<file path="config.mk">
export PLATFORM = sky130hd
export DESIGN_NAME = uart_tx_arbiter
export DESIGN_NICKNAME = d
export VERILOG_FILES = /design/src/rtl/uart_tx_arbiter_pkg.sv /design/src/rtl/sync_fifo.sv /design/src/rtl/uart_tx_arbiter.sv
export SDC_FILE = /design/constraint.sdc
export NUM_CORES = 1
export LEC_CHECK = 0
export CORE_MARGIN = 2
export CORE_UTILIZATION = 40
export CTS_CLUSTER_SIZE = 28
export DETAILED_ROUTE_END_ITERATION = 12
export PLACE_DENSITY = 0.72
export SETUP_SLACK_MARGIN = 0.05
export SYNTH_ARGS = -nofsm -noshare
export SYNTH_HDL_FRONTEND = slang
export SYNTH_SLANG_ARGS = --single-unit
</file>
<file path="constraint.sdc">
create_clock -name i_clk -period 2.4 [get_ports i_clk]
set_input_delay 0.48 -clock i_clk [delete_from_list [all_inputs] [get_ports i_clk]]
set_output_delay 0.48 -clock i_clk [all_outputs]
set_load 0.02 [all_outputs]
</file>
<file path="src/rtl/uart_tx_arbiter_pkg.sv">
// Shared encodings for the UART transmit arbiter: FSM states, grant codes and
// the link timing constants used by uart_send.
package uart_tx_arbiter_pkg;

  typedef enum logic [1:0] {
    ST_IDLE = 2'd0,
    ST_ECHO = 2'd1,
    ST_MSG  = 2'd2
  } state_t;

  localparam logic [1:0] GNT_NONE = 2'b00;
  localparam logic [1:0] GNT_ECHO = 2'b01;
  localparam logic [1:0] GNT_MSG  = 2'b10;

  localparam int CLK_HZ       = 100_000_000;
  localparam int BAUD         = 115_200;
  localparam int CLKS_PER_BIT = CLK_HZ / BAUD;

  function automatic logic [1:0] grant_of(input state_t s);
    case (s)
      ST_ECHO: return GNT_ECHO;
      ST_MSG:  return GNT_MSG;
      default: return GNT_NONE;
    endcase
  endfunction

endpackage

</file>
<file path="src/rtl/sync_fifo.sv">
// Generic synchronous FIFO, show-ahead head; full write without a pop is dropped
// and flagged on o_overflow the next cycle, a simultaneous pop makes room.
module sync_fifo #(
  parameter int WIDTH = 8,
  parameter int DEPTH = 4
) (
  input  logic             i_clk,
  input  logic             i_rst,
  input  logic             i_wr_en,
  input  logic [WIDTH-1:0] i_din,
  input  logic             i_rd_en,
  output logic [WIDTH-1:0] o_dout,
  output logic             o_full,
  output logic             o_empty,
  output logic             o_overflow
);
  localparam int AW = $clog2(DEPTH);
  localparam logic [AW:0] FULL_CNT = (AW+1)'(DEPTH);

  logic [WIDTH-1:0] r_mem [DEPTH];
  logic [AW-1:0]    r_wr_ptr;
  logic [AW-1:0]    r_rd_ptr;
  logic [AW:0]      r_count;
  logic             r_overflow;
  logic             w_push;
  logic             w_pop;

  assign o_full     = (r_count == FULL_CNT);
  assign o_empty    = (r_count == '0);
  assign o_dout     = r_mem[r_rd_ptr];
  assign o_overflow = r_overflow;
  assign w_pop      = i_rd_en && !o_empty;
  assign w_push     = i_wr_en && (!o_full || w_pop);

  always_ff @(posedge i_clk) begin
    if (w_push) r_mem[r_wr_ptr] <= i_din;
  end

  always_ff @(posedge i_clk) begin
    if (i_rst) begin
      r_wr_ptr   <= '0;
      r_rd_ptr   <= '0;
      r_count    <= '0;
      r_overflow <= 1'b0;
    end else begin
      r_overflow <= i_wr_en && o_full && !w_pop;
      if (w_push) r_wr_ptr <= r_wr_ptr + 1'b1;
      if (w_pop)  r_rd_ptr <= r_rd_ptr + 1'b1;
      case ({w_push, w_pop})
        2'b10:   r_count <= r_count + 1'b1;
        2'b01:   r_count <= r_count - 1'b1;
        default: r_count <= r_count;
      endcase
    end
  end

endmodule

</file>
<file path="src/rtl/uart_tx_arbiter.sv">
// Round-robin share of uart_send between echo FIFO and locked message packets;
// a grant starts one cycle after the request is seen in IDLE, tx_ready stalls both.
module uart_tx_arbiter
  import uart_tx_arbiter_pkg::*;
#(
  parameter int FIFO_DEPTH = 4,
  parameter int TIMEOUT    = 100_000
) (
  input  logic       i_clk,
  input  logic       i_rst,
  input  logic       i_echo_valid,
  input  logic [7:0] i_echo_data,
  output logic       o_echo_overflow,
  input  logic       i_msg_valid,
  input  logic [7:0] i_msg_data,
  input  logic       i_msg_last,
  output logic       o_msg_ready,
  output logic       o_msg_abort,
  output logic       o_tx_valid,
  output logic [7:0] o_tx_data,
  input  logic       i_tx_ready,
  output logic       o_busy,
  output logic [1:0] o_grant
);
  localparam int TW = $clog2(TIMEOUT);
  localparam logic [TW-1:0] TO_MAX = TW'(TIMEOUT - 1);

  state_t        r_state;
  logic [1:0]    r_last_grant;
  logic [TW-1:0] r_to_cnt;
  logic          r_msg_abort;
  logic          w_pop;
  logic [7:0]    w_fifo_dout;
  logic          w_fifo_empty;

  sync_fifo #(.WIDTH(8), .DEPTH(FIFO_DEPTH)) u_echo_fifo (
    .i_clk      (i_clk),
    .i_rst      (i_rst),
    .i_wr_en    (i_echo_valid),
    .i_din      (i_echo_data),
    .i_rd_en    (w_pop),
    .o_dout     (w_fifo_dout),
    .o_full     (),
    .o_empty    (w_fifo_empty),
    .o_overflow (o_echo_overflow)
  );

  assign o_grant     = grant_of(r_state);
  assign o_busy      = (r_state != ST_IDLE);
  assign o_msg_abort = r_msg_abort;

  // The granted source is passed straight through so a stalled byte stays put.
  always_comb begin
    o_tx_valid  = 1'b0;
    o_tx_data   = 8'h00;
    o_msg_ready = 1'b0;
    w_pop       = 1'b0;
    case (r_state)
      ST_ECHO: begin
        o_tx_valid = 1'b1;
        o_tx_data  = w_fifo_dout;
        w_pop      = i_tx_ready;
      end
      ST_MSG: begin
        o_tx_valid  = i_msg_valid;
        o_tx_data   = i_msg_data;
        o_msg_ready = i_tx_ready;
      end
      default: ;
    endcase
  end

  always_ff @(posedge i_clk) begin
    if (i_rst) begin
      r_state      <= ST_IDLE;
      r_last_grant <= GNT_MSG;
      r_to_cnt     <= '0;
      r_msg_abort  <= 1'b0;
    end else begin
      r_msg_abort <= 1'b0;
      case (r_state)
        ST_IDLE: begin
          r_to_cnt <= '0;
          if (!w_fifo_empty && (!i_msg_valid || r_last_grant == GNT_MSG)) begin
            r_state      <= ST_ECHO;
            r_last_grant <= GNT_ECHO;
          end else if (i_msg_valid) begin
            r_state      <= ST_MSG;
            r_last_grant <= GNT_MSG;
          end
        end
        ST_ECHO: begin
          if (i_tx_ready) r_state <= ST_IDLE;
        end
        ST_MSG: begin
          // Packet holds the lock until its last byte or a stall timeout.
          if (i_msg_valid) begin
            r_to_cnt <= '0;
            if (i_tx_ready && i_msg_last) r_state <= ST_IDLE;
          end else if (r_to_cnt == TO_MAX) begin
            r_to_cnt    <= '0;
            r_state     <= ST_IDLE;
            r_msg_abort <= 1'b1;
          end else begin
            r_to_cnt <= r_to_cnt + 1'b1;
          end
        end
        default: r_state <= ST_IDLE;
      endcase
    end
  end

endmodule

</file>
======== Word-level counts from Yosys, hierarchy flattened ========
Memory sizes are Yosys's and may differ from the RTL's. A register that Yosys moved wholly into a read port is not among the register bits.
Cells that the tools add are included.
word-level totals
  bits of input ports ..................... 22
  bits in writable memories ............... 32
  register bits after elaboration ......... 30
  memory bits (read-only) ................. 0
  memories kept ........................... 1
  bits in latches ......................... 0
  word-level logic and storage cells ...... 68
memory list
  memory             depth  width  rd ports  clocked after Yosys merged registers in  write ports  line             text
  u_echo_fifo.r_mem  4      8      1         1                                        1            sync_fifo.sv:20  logic [WIDTH-1:0] r_mem [DEPTH];
cells by class
  reduce and logical (&&, ||, !) cells .... 21
  div/mod/pow operators ................... 0
  add/sub/neg operators ................... 5
  mux-type cells .......................... 21
  $lt $le $gt $ge ......................... 0
  multipliers ............................. 0
  bitwise operators ....................... 1
  equality and inequality tests ........... 11
  shift-type cells ........................ 0
operators by type and width
  kind                   count
  $mux 17                2
  $pmux 17 s2            1
  $add 17x1->17 const B  1
  $eq 17x17->1 const B   1
  $mux 2                 8
  $pmux 8 s2             1
  $ne 3x3->1 const B     3
  $reduce_bool 2->1      4
  $eq 2x2->1 const B     3
  $logic_and 1x1->1      6
  $pmux 2 s3             1
  $pmux 3 s2             1
  $mux 1                 5
  $add 2x1->2 const B    2
  $eq 2x1->1 const B     2
  $logic_not 1->1        4
  $pmux 2 s2             1
  $reduce_and 4->1       1
  $add 3x1->3 const B    1
  $eq 3x3->1 const B     1
  $logic_not 3->1        1
  $reduce_or 3->1        1
  $sub 3x1->3 const B    1
  $logic_not 2->1        1
  5 further kinds        6

======== Depth between registers and ports, before layout ========
  word-level depth ........................ 7
  mapped depth ............................ 11

======== By module ========
From an unflattened synthesis, not the netlist that was laid out.
unflattened totals
  cells, all modules ...................... 272
  area total of the unflattened synthesis .. 3062.9 µm²
modules (own cells, without submodules)
  module           cells an instance  instances  sequential area each (µm²)  area each (µm²)
  sync_fifo        104                1          1161.1                      1715.4
  uart_tx_arbiter  168                1          440.4                       1347.5

======== Worst setup path after synthesis ========
OpenSTA, ideal clock, no wires.
  path kind ............................... register to register
  start ................................... register r_state[1]
  end ..................................... register u_echo_fifo.r_count[2]
  setup slack ............................. 0.071 ns
  stages on the path, launching flop included .. 11
  setup time .............................. 0.071 ns
  clock period less this slack ............ 2.329 ns
  arrival time ............................ 2.259 ns
  data required time ...................... 2.329 ns
  buffers on the path ..................... 1
  path through ............................ dfxtp_1 inv_1 ha_1 clkbuf_1 o311a_1 ha_1 inv_1 fa_1 xor2_1 or3_1 a21oi_1
between the ends
  word-level cells in the longest chain between the ends .. 7
RTL lines
  what                                             line                   text
  from (decl)                                      uart_tx_arbiter.sv:28  state_t r_state;
  from (signal assigned)                           uart_tx_arbiter.sv:75  r_state <= ST_IDLE;
  from (signal assigned)                           uart_tx_arbiter.sv:85  r_state <= ST_ECHO;
  from (signal assigned)                           uart_tx_arbiter.sv:88  r_state <= ST_MSG;
  $eq 2x1->1 *                                     uart_tx_arbiter.sv:58  case (r_state)
  $mux 1 *                                         uart_tx_arbiter.sv:58
  $logic_and 1x1->1 *                              sync_fifo.sv:32        assign w_pop = i_rd_en && !o_empty;
  via u_echo_fifo.w_pop                            sync_fifo.sv:26        logic w_pop;
  $logic_or 1x1->1                                 sync_fifo.sv:33        assign w_push = i_wr_en && (!o_full || w_pop);
  $logic_and 1x1->1                                sync_fifo.sv:33
  $eq 2x1->1 or $eq 2x2->1 (tied branches)         sync_fifo.sv:49        case ({w_push, w_pop})
  $pmux 3 s2 or $reduce_bool 2->1 (tied branches)  n/a
  to (signal assigned)                             sync_fifo.sv:50        2'b10: r_count <= r_count + 1'b1;
  to (signal assigned)                             sync_fifo.sv:51        2'b01: r_count <= r_count - 1'b1;
  to (signal assigned)                             sync_fifo.sv:52        default: r_count <= r_count;
  to (decl)                                        sync_fifo.sv:23        logic [AW:0] r_count;
The timed path passes the listed nets; every way through them passes the cells marked *.
A chain may end at the register's enable or synchronous reset.

==> impl_metrics.csv <==
group,metric,value,unit
floorplanning,die_y,91.0,um
final_layout,fin_nets,358,
synthesis,synthCells,272,
floorplanning,rows,31,
critical_path,end_kind,"output port",
sta,fin_worst_skew,8.88,ps
sta,setup_slack,91.9,ps
synthesis,async_reset_ff_frac,0,
sta,min_period,2310,ps
global_routing,grt_use_total,0.164,
pwr,power.leakage,0.00136,uW
sta,relSlewSlack,0.642,
floorplanning,dieArea,8280,sq um
drt,vias,2304,
floorplanning,ios,37,
sta,rsz0062_at_grt,"true",
sta,period_share,0.962,
drt,route.antenna.remaining_nets,0,
critical_path,slowest_stage,"mux4_2",
critical_path,slowest_delay,500,ps
global_routing,grt_pass1_vias,2258,
critical_path,cp_max_fo,8,
floorplanning,fp.coreArea,7290,sq um
critical_path,crit_required,1920,ps
drt,dr.first_iter.drc_count,145,
status,status,"finished, final reports clean",
placed_design,pre_cts_ws,-116,ps
synthesis,syn_nets,305,
synthesis,syn_avg_cell_area,11.1,sq um
clock_tree,cts-buffers-inserted,9,
critical_path,startpoint_type,"flip-flop",
sta,setup_violations,0,
critical_path,crit_arrival,1830,ps
clock_tree,clock_sinks,64,
sta,fin_hold_ws,486,ps
sta,hold_viol,0,
floorplanning,fp.dieW,91.0,um
global_routing,antenna_found_initial,0,
clock_tree,cts_buffer_depth,2,
placed_design,gp_congestion,0.899,
drt,wl_per_cell,15.0,um
drt,first_pass_iters,4,
synthesis,synth_edf_count,32,
floorplanning,start_util,0.415,
worst_hold_path,min_path_type,"reg2reg",
sta,slew_viol_final,0,
critical_path,path_class,"reg2out",
pwr,pwr_density_cell,814,nW/um^2
clock_tree,path_clk_slew,80,ps
drt,via_per_inst,5.37,
clock_tree,root_buffer,"clkbuf_8",
critical_path,cp_cell_sequence,"buf_12, mux4_2, a22oi_1, nor2b_1, clkdlybuf4s15_2",
synthesis,synth_warnings,0,
final_layout,area_growth,27.1,%
global_routing,grt.overflow.total,0,
clock_tree,h-tree-depth,3,
synthesis,syn-cell-area,3030,sq um
drt,finalWirelength,6460,um
run,maxCapViolations,0,
final_layout,diodes,0,
final_layout,final_core_util,0.528,
clock_tree,cts_tree,"built",
clock_tree,clock_latency,350,ps
final_layout,num-fill-cells,656,
placed_design,hpwl,4550,um
pwr,power.total,3140,uW
global_routing,grt_pass1_wl,10600,um
synthesis,ys.flop_type,"edfxtp_1",
placed_design,port_buffers,36,
sta,worstMarginPinSlew,532,ps
clock_tree,post_cts_buffers,0,
sta,max_freq,433,MHz
sta,finalSetupTns,0,ps
critical_path,rrSetupSlack,200,ps
drt,drc,0,
final_layout,drive_above_1_share,0.191,
synthesis,ys_ff_latch,64,
pwr,vdd_drop_max,457,uV
synthesis,synth_cell_type_count,47,
synthesis,ys_seq_area_frac,0.529,
global_routing,grt_max_degree,21,
==> cell usage in the layout, fill, tap and decap left out, drive strengths merged, types with 2 or more instances in the layout <==
cell / instances
edfxtp: 32
nand2: 18
a211oi: 2
mux2i: 3
ha: 10
clkdlybuf4s50: 25
nor2: 14
o21ai: 7
mux4: 8
dfxtp: 32
nor4: 4
clkbuf: 11
nand3b: 8
a21oi: 5
inv: 15
nand3: 8
nor2b: 11
xor2: 5
nand2b: 3
or3: 5
buf: 26
nand4: 8
xnor2: 2
dlymetal6s2s: 2
nor3: 6
a31oi: 18
or4: 3
clkinv: 3
bufinv: 2
and2: 5
o211ai: 2
a22oi: 8
==> layout make-up <==
class                           count  area, sq um  area share
Multi-Input combinational cell    180         1350       0.350
Inverter                           13         48.8      0.0127
Tap cell                           99          124      0.0322
Sequential cell                    64         1600       0.417
Clock inverter                      7          104      0.0270
Timing Repair Buffer               57          500       0.130
Clock buffer                        9          124      0.0322
==> final timing paths <==
kind           startpoint                      to  cells after the start
max             flip-flop            o_tx_data[1]                      5
max reg2reg    r_state[1]  u_echo_fifo.r_count[2]                     11
min reg2reg  r_to_cnt[16]            r_to_cnt[16]                      1
min          r_to_cnt[16]            r_to_cnt[16]                      1
==> where the power goes <==
part	internal (uW)	switching [uW]
Sequential	1220	49.1
Combinational	373	440
Clock	597	460
Total	2190	950
==> Yosys cell counts, types with 3 or more instances <==
cell type,count,share of area
dfxtp_1,32,0.21
edfxtp_1,32,0.32
a31oi_1,18,0.037
nand2_1,18,0.022
nor2_1,14,0.017
inv_1,13,0.016
clkbuf_1,12,0.015
nor2b_1,11,0.023
ha_1,10,0.041
a22oi_1,8,0.020
mux4_2,8,0.059
nand3_1,8,0.013
nand3b_1,8,0.020
nand4_1,8,0.017
nor3_1,6,0.0099
a21oi_1,5,0.0083
and2_1,5,0.010
o21ai_0,5,0.0083
or3_1,5,0.010
xor2_1,5,0.014
nor4_1,4,0.0083
buf_2,3,0.0050
mux2i_1,3,0.0099
nand2b_1,3,0.0062
or4_1,3,0.0074
==> critical path, delay by kind of cell (launching register included) <==
family	cells	cell delay, ps
flops	1	350
mux	1	500
simple gates	1	70
buf+inv	2	390
compound gates	1	160
==> registers in the layout (all words and copies together) (netlist names), named ones only <==
register                flops
o_msg_abort                 1
r_state                     2
u_echo_fifo.r_wr_ptr        2
u_echo_fifo.r_mem          32
u_echo_fifo.r_count         3
u_echo_fifo.r_rd_ptr        2
r_to_cnt                   17
u_echo_fifo.o_overflow      1
r_last_grant                2
==> cell families (layout without fill, tap and decap cells) <==
kind of cell	after synthesis	in the layout	synth area share
flops	64	64	0.529
fa+ha+maj	11	11	0.0479
compound gates	52	52	0.117
xor+xnor	7	7	0.0202
mux	11	11	0.0694
buf+inv	28	86	0.0359
simple gates	99	99	0.181
==> metal layers <==
layer  share of wire  global-route usage  vias up
met2            0.51               0.280       50
li1                -                   -     1140
met4           0.025              0.0960        0
met5               0                   0        -
met1            0.43               0.187     1099
met3           0.042              0.0398       15
==> through the flow <==
step,cell area [sq um],std cells
floorplan,3030,272
global placement,3620,413
detailed placement,3620,413
CTS,3880,429
global route,3850,429
finish,3850,429
==> timing repair <==
| action | in CTS | in global routing |
|---|---|---|
| setup endpoints to repair | 12 | 11 |
| gates resized for setup | 30 | 10 |
| hold buffers | 0 | 0 |
No activity file was read; power rests on OpenSTA's default activity.
